<file path="config.mk">
export PLATFORM = sky130hd
export DESIGN_NAME = adc_conv_scheduler
export DESIGN_NICKNAME = d
export VERILOG_FILES = /design/src/rtl/adc_sched_pkg.sv /design/src/rtl/adc_conv_scheduler_timer.sv /design/src/rtl/adc_conv_scheduler.sv
export SDC_FILE = /design/constraint.sdc
export NUM_CORES = 1
export LEC_CHECK = 0
export CAP_MARGIN = 0
export CORE_UTILIZATION = 45
export DETAILED_ROUTE_END_ITERATION = 16
export PLACE_DENSITY_LB_ADDON = 0.3
export SYNTH_ARGS = -nofsm -noshare
export SYNTH_HDL_FRONTEND = slang
export SYNTH_HIERARCHICAL = 1
export SYNTH_SLANG_ARGS = --single-unit
</file>
<file path="constraint.sdc">
create_clock -name clk_1M -period 3.6 [get_ports clk_1M]
set_input_delay 0.36 -clock clk_1M [delete_from_list [all_inputs] [get_ports clk_1M]]
set_output_delay 0.36 -clock clk_1M [all_outputs]
set_load 0.005 [all_outputs]
</file>
<file path="src/rtl/adc_sched_pkg.sv">
// adc_conv_scheduler shared definitions.
// Commands, channel index type, FSM states, peak width.
package adc_sched_pkg;

   localparam int PEAK_W = 14;
   localparam int N_CH   = 4;

   typedef logic [1:0] ch_idx_t;

   typedef enum logic [1:0] {
      CFG0,
      CFG1,
      RUN,
      IDLE
   } state_e;

   localparam logic [15:0] CMD_CFG0 = 16'hA000;
   localparam logic [15:0] CMD_CFG1 = 16'hAA00;

   localparam logic [15:0] CMD_CH [0:3] = '{
      16'h0000,
      16'h1000,
      16'h5000,
      16'h6000
   };

   // Lowest enabled channel strictly after cur, wrapping;
   // with one enabled channel the search lands back on it.
   function automatic ch_idx_t next_ch(
      input logic [N_CH-1:0] en,
      input ch_idx_t         cur
   );
      ch_idx_t idx;
      ch_idx_t res;
      logic    found;
      res   = cur;
      found = 1'b0;
      for (int k = 1; k <= N_CH; k++) begin
         idx = cur + ch_idx_t'(k);
         if (!found && en[idx]) begin
            res   = idx;
            found = 1'b1;
         end
      end
      return res;
   endfunction

endpackage

</file>
<file path="src/rtl/adc_conv_scheduler_timer.sv">
// adc_frame_timer: gap/xfer frame counter for the ADC SPI frame.
// cs_n is registered; strobes decode the current count.
module adc_frame_timer #(
   parameter int unsigned GAP_CYC  = 51,
   parameter int unsigned XFER_CYC = 19
) (
   input  logic clk_1M,
   input  logic rst,
   input  logic clr_i,
   output logic cs_n_o,
   output logic eng_start_o,
   output logic frame_start_o,
   output logic capture_o
);

   localparam int unsigned FRM = GAP_CYC + XFER_CYC;
   localparam int unsigned CW  = $clog2(FRM);
   localparam logic [CW-1:0] LAST = CW'(FRM - 1);
   localparam logic [CW-1:0] XBEG = CW'(GAP_CYC);

   logic [CW-1:0] cnt_q;
   logic [CW-1:0] cnt_d;
   logic          cs_n_q;
   logic          cs_n_d;

   // Next count wraps at frame end; clear restarts the gap.
   always_comb begin
      cnt_d = cnt_q + CW'(1);
      if (clr_i || cnt_q == LAST) begin
         cnt_d = '0;
      end
      cs_n_d = (cnt_d < XBEG);
   end

   // Count and chip-select registers.
   always_ff @(posedge clk_1M or negedge rst) begin
      if (!rst) begin
         cnt_q  <= '0;
         cs_n_q <= 1'b1;
      end else begin
         cnt_q  <= cnt_d;
         cs_n_q <= cs_n_d;
      end
   end

   assign cs_n_o        = cs_n_q;
   assign eng_start_o   = !cs_n_q;
   assign frame_start_o = (cnt_q == '0);
   assign capture_o     = (cnt_q == LAST);

endmodule

</file>
<file path="src/rtl/adc_conv_scheduler.sv">
// adc_conv_scheduler: config frames, then round-robin conversions.
// Optional peak tracking: define ADC_PEAK_TRACK_EN.
module adc_conv_scheduler
   import adc_sched_pkg::*;
#(
   parameter int unsigned GAP_CYC    = 51,
   parameter int unsigned XFER_CYC   = 19,
   parameter int unsigned WIN_ROUNDS = 17857
) (
   input  logic        clk_1M,
   input  logic        rst,
   input  logic [3:0]  ch_en,
   input  logic        cfg_restart,
   output logic        eng_start,
   output logic [15:0] eng_cmd,
   input  logic [15:0] eng_rddat,
   input  logic        eng_done,
   output logic        cs_n,
   output logic        res_valid,
   output logic [1:0]  res_ch,
   output logic [15:0] res_data,
   output logic        busy,
   output logic        err_nodone,
   output logic        peak_valid,
   output logic [55:0] peak_bus
);

   state_e      state_q;
   state_e      state_d;
   logic        fs_raw;
   logic        cap_raw;
   logic        fs;
   logic        cap;
   logic        go_idle;
   logic        tmr_clr;
   logic        busy_d;
   ch_idx_t     sel;
   logic        wrap;
   logic        res_hit;
   logic        win_end;

   logic [15:0] cmd_q;
   ch_idx_t     cur_q;
   ch_idx_t     prv_q;
   logic        pend_q;
   logic        rv_q;
   ch_idx_t     rch_q;
   logic [15:0] rdat_q;
   logic        err_q;
   logic        seen_q;
   logic [15:0] round_q;

   adc_frame_timer #(
      .GAP_CYC  (GAP_CYC),
      .XFER_CYC (XFER_CYC)
   ) u_tmr (
      .clk_1M        (clk_1M),
      .rst           (rst),
      .clr_i         (tmr_clr),
      .cs_n_o        (cs_n),
      .eng_start_o   (eng_start),
      .frame_start_o (fs_raw),
      .capture_o     (cap_raw)
   );

   assign fs      = fs_raw && state_q != IDLE && !cfg_restart;
   assign cap     = cap_raw && !cfg_restart;
   assign go_idle = fs && state_q == RUN && ch_en == 4'b0;
   assign sel     = next_ch(ch_en, cur_q);
   assign wrap    = (sel <= cur_q);
   assign res_hit = cap && state_q == RUN && pend_q;
   assign win_end = res_hit && (round_q >= 16'(WIN_ROUNDS));

   // State register.
   always_ff @(posedge clk_1M or negedge rst) begin
      if (!rst) begin
         state_q <= CFG0;
      end else begin
         state_q <= state_d;
      end
   end

   // Next state: config frames advance at capture, restart wins.
   always_comb begin
      state_d = state_q;
      unique case (state_q)
         CFG0: if (cap) state_d = CFG1;
         CFG1: if (cap) state_d = RUN;
         RUN:  if (go_idle) state_d = IDLE;
         IDLE: if (ch_en != 4'b0) state_d = RUN;
         default: state_d = CFG0;
      endcase
      if (cfg_restart) begin
         state_d = CFG0;
      end
   end

   // FSM outputs: IDLE parks the timer at a fresh gap.
   always_comb begin
      busy_d  = 1'b1;
      tmr_clr = cfg_restart || go_idle;
      if (state_q == IDLE) begin
         busy_d  = 1'b0;
         tmr_clr = 1'b1;
      end
   end

   assign busy = busy_d;

   // Command issue, one-frame result pipeline and done tracking.
   always_ff @(posedge clk_1M or negedge rst) begin
      if (!rst) begin
         cmd_q  <= '0;
         cur_q  <= ch_idx_t'(N_CH - 1);
         prv_q  <= '0;
         pend_q <= 1'b0;
         rv_q   <= 1'b0;
         rch_q  <= '0;
         rdat_q <= '0;
         err_q  <= 1'b0;
         seen_q <= 1'b0;
      end else begin
         rv_q <= 1'b0;
         if (cfg_restart) begin
            pend_q <= 1'b0;
            seen_q <= 1'b0;
         end else begin
            if (fs) begin
               seen_q <= eng_done;
               unique case (state_q)
                  CFG0: cmd_q <= CMD_CFG0;
                  CFG1: cmd_q <= CMD_CFG1;
                  RUN: begin
                     if (go_idle) begin
                        pend_q <= 1'b0;
                     end else begin
                        cmd_q <= CMD_CH[sel];
                        cur_q <= sel;
                     end
                  end
                  default: ;
               endcase
            end else begin
               seen_q <= seen_q || eng_done;
            end
            if (cap) begin
               if (!(seen_q || eng_done)) begin
                  err_q <= 1'b1;
               end
               if (state_q == RUN) begin
                  pend_q <= 1'b1;
                  prv_q  <= cur_q;
               end
            end
            if (res_hit) begin
               rv_q   <= 1'b1;
               rch_q  <= prv_q;
               rdat_q <= eng_rddat;
            end
         end
      end
   end

   // Round counter: a wrap after a real previous conversion ends a round.
   always_ff @(posedge clk_1M or negedge rst) begin
      if (!rst) begin
         round_q <= '0;
      end else if (win_end) begin
         round_q <= '0;
      end else if (fs && state_q == RUN && !go_idle && pend_q && wrap) begin
         round_q <= round_q + 16'd1;
      end
   end

   assign eng_cmd    = cmd_q;
   assign res_valid  = rv_q;
   assign res_ch     = rch_q;
   assign res_data   = rdat_q;
   assign err_nodone = err_q;

`ifdef ADC_PEAK_TRACK_EN

   logic [N_CH-1:0][PEAK_W-1:0] max_q;
   logic [N_CH-1:0][PEAK_W-1:0] peak_q;
   logic                        pv_q;
   logic [PEAK_W-1:0]           smp;

   assign smp = eng_rddat[15:2];

   // Per-channel running max; window end publishes and clears.
   always_ff @(posedge clk_1M or negedge rst) begin
      if (!rst) begin
         max_q  <= '0;
         peak_q <= '0;
         pv_q   <= 1'b0;
      end else begin
         pv_q <= 1'b0;
         if (res_hit) begin
            if (win_end) begin
               for (int i = 0; i < N_CH; i++) begin
                  if (ch_idx_t'(i) == prv_q && smp > max_q[i]) begin
                     peak_q[i] <= smp;
                  end else begin
                     peak_q[i] <= max_q[i];
                  end
               end
               max_q <= '0;
               pv_q  <= 1'b1;
            end else if (smp > max_q[prv_q]) begin
               max_q[prv_q] <= smp;
            end
         end
      end
   end

   assign peak_valid = pv_q;
   assign peak_bus   = peak_q;

`else

   assign peak_valid = 1'b0;
   assign peak_bus   = '0;

`endif

endmodule

</file>
==> summary.txt <==
Status - finished clean
Routability cong. - 0.801
# rows - 27
Worst Reg-to-Reg Cells - 6
Cts bufs inserted - 5
CP required - 3770 ps
Synth cell count leaders - 69 x buf_4, 38 x dfrtp_1, 14 x inv_1, 14 x nor2_1
Synth Area in Simple Gates - 0.112
First-pass GRT wire length - 6810 microns
# fillers - 538
Post-synthesis sequential area ratio - 0.403
Post-synth top area share - 0.372
# setup viols final - 0
Post-synthesis xor/xnor area fraction - 0.0137
NumNets Final - 337
Critical Path End Type - register
Vias in the first global route - 1,514
Die area - 5990 sq um
Setup Total Neg Slack - 0 ps
CP Max Fanout - 19
Reg area - 1030 sq um
Biggest area consumer among synthesized cells - dfrtp_1
Synth Cell Area - 2560 sq um
Maximum achievable frequency - 445 MHz
Worst slew margin - 0.399
Chip Height - 77.4 microns
Design Area, Final - 2960 sq um
# port buffers - 52
Final min period - 2250 ps
Peak VDD IR - 233 uV
Setup crit start - state_q[0]$_DFFE_PN0P_
Pins Over Slew Limit - 0
Core area - 5510 sq um
Max-cap viol count - 0
Reg2reg end - res_ch[1]$_DFFE_PN0P_
Slew @ Worst Pin - 902 ps
Leak - 1.45 nW
Post-CTS sizing - 0
Postcts setup bufs - 0
Share of layout cells above drive strength 1 - 0.115
Routed len/inst - 10.9 microns
Initial Utilization - 0.464
Antenna-violating nets left - 0
Area of the multi-input gates - 1180 sq um
Total power - 0.00128 W
H-tree depth - 2
Largest net degree at the start of global routing - 42
Worst-path clk slew - 80 ps
R2R Setup Slk - 1350 ps
Post-Synth Adder-Cell Area - 0.0489
CP Data Arrival Time - 2420 ps
Worst reg2reg path startpoint - state_q[0]$_DFFE_PN0P_
Placed Area - 2870 sq um
Ys async rst share - 1.00
Initial DRC count - 44
Diode count - 0
Clock Tree Root - clkbuf_8
First-pass DRT Iterations - 4
Syn Area/Cell - 10.2 sq um
Largest family of logic cells by synthesized area - buffers and inverters
# hold bufs at CTS - 0
Final Hold Viols - 0
Min-Delay Path Class - primary input to async pin
Clock Skew - 8.21 ps
CP Class - register to register
Later-pin clock latency in the skew report - 280 ps
Initial antenna violation count - 0
RSZ-0062 raised after global routing - no
Via count - 1,673
Netlist cell types - 48
Sink Count - 41
Top cells by area, synth - dfrtp_1 37%, buf_4 20%, mux2_1 5.3%
CTS max path bufs - 2
Most used flip-flop cell after synthesis - dfrtp_1
Worst setup path endpoint - res_ch[1]$_DFFE_PN0P_
Layout area overhead - 15.7%
Via density - 4.45
Dominant cell by count in the synthesized netlist - buf_4
Synthesized instance count - 250
CP Launch Type - register
Mux contribution to synthesized area - 0.110
Die W - 77.4 microns
Post-synthesis compound-gate area fraction - 0.0788
Overall routed net length - 4080 microns
Pwr/cell area - 432 nW/um^2
Yosys reg bits - 41
Period utilization - 0.624
Ports - 120
EDFF count, synth - 0
YS warnings - 6
Post-DP HPWL - 3090 microns
TritonCTS clock tree - done
Gr ovfl total - 0
GR Util All Layers - 0.140
DRC errors left - 0
cells by family after synthesis:
family,Yosys count
flops,41
simple gates,52
compound gates,30
buf+inv,87
xor+xnor,4
other cells,1
fa+ha+maj,10
mux,25
flip-flops by register name, summed over array words and instances (netlist names):
signal / cells
res_data: 16
u_tmr/cnt_q: 7
eng_cmd: 5
cur_q: 2
prv_q: 2
res_ch: 2
state_q: 2
err_nodone: 1
pend_q: 1
res_valid: 1
seen_q: 1
u_tmr/cs_n_o: 1
placed cells by master, fill, tap and decap left out, drive strengths merged, types with 8 or more instances in the layout:
cell type,instances
nand2,11
mux2,24
a21oi,8
conb,67
nor2,15
clkdlybuf4s50,51
ha,10
o21ai,10
inv,15
dfrtp,38
critical path: stages (launching register included):
cell	delay, ps
dfrtp_1	400
inv_1	160
ha_1	370
inv_2	100
nor2_2	220
nand3_2	420
mux2_1	460
stage by stage:
stage	hold WS (ps)	cells	setup slack [ps]	utilization
after CTS	233	376	1310	0.537
after global routing	281	376	1140	0.537
final	206	376	1350	0.537
after floorplan	64.4	316	1700	-
after global placement	460	368	1350	0.521
after detailed placement	455	368	1290	0.521
metal layers:
metal,global-route usage,share of wire
met1,0.178,0.44
met2,0.241,0.50
met4,0.0283,0.0024
met5,0,0
met3,0.0376,0.058
final cells by class:
class | instances | share of cell area
multi-input cells | 188 | 0.399
clock buffers | 5 | 0.0233
flip-flops and latches | 41 | 0.348
repair buffers | 52 | 0.174
well taps | 72 | 0.0305
inverters | 15 | 0.0190
clock inverters | 3 | 0.00592
worst min-delay path by stage:
stage	start	endpoint	slack (ps)	cells past startpoint
3_3_place_gp	err_nodone$_DFFE_PN0P_	err_nodone$_DFFE_PN0P_	460	1
3_5_place_dp	err_nodone$_DFFE_PN0P_	err_nodone$_DFFE_PN0P_	460	1
5_1_grt	rst	eng_cmd[14]$_DFFE_PN0P_	280	1
2_1_floorplan	rst	eng_cmd[11]$_DFFE_PN0P_	60	0
4_1_cts	rst	u_tmr/cnt_q[5]$_DFF_PN0_	230	1
6_report	rst	res_data[11]$_DFFE_PN0P_	210	1
where the power goes:
part | total [W] | internal, W | switching, W
registers | 0.000581 | 0.000522 | 0.0000587
logic | 0.000410 | 0.000197 | 0.000212
clock network | 0.000287 | 0.000134 | 0.000154
(Power assumes the default switching activity.)
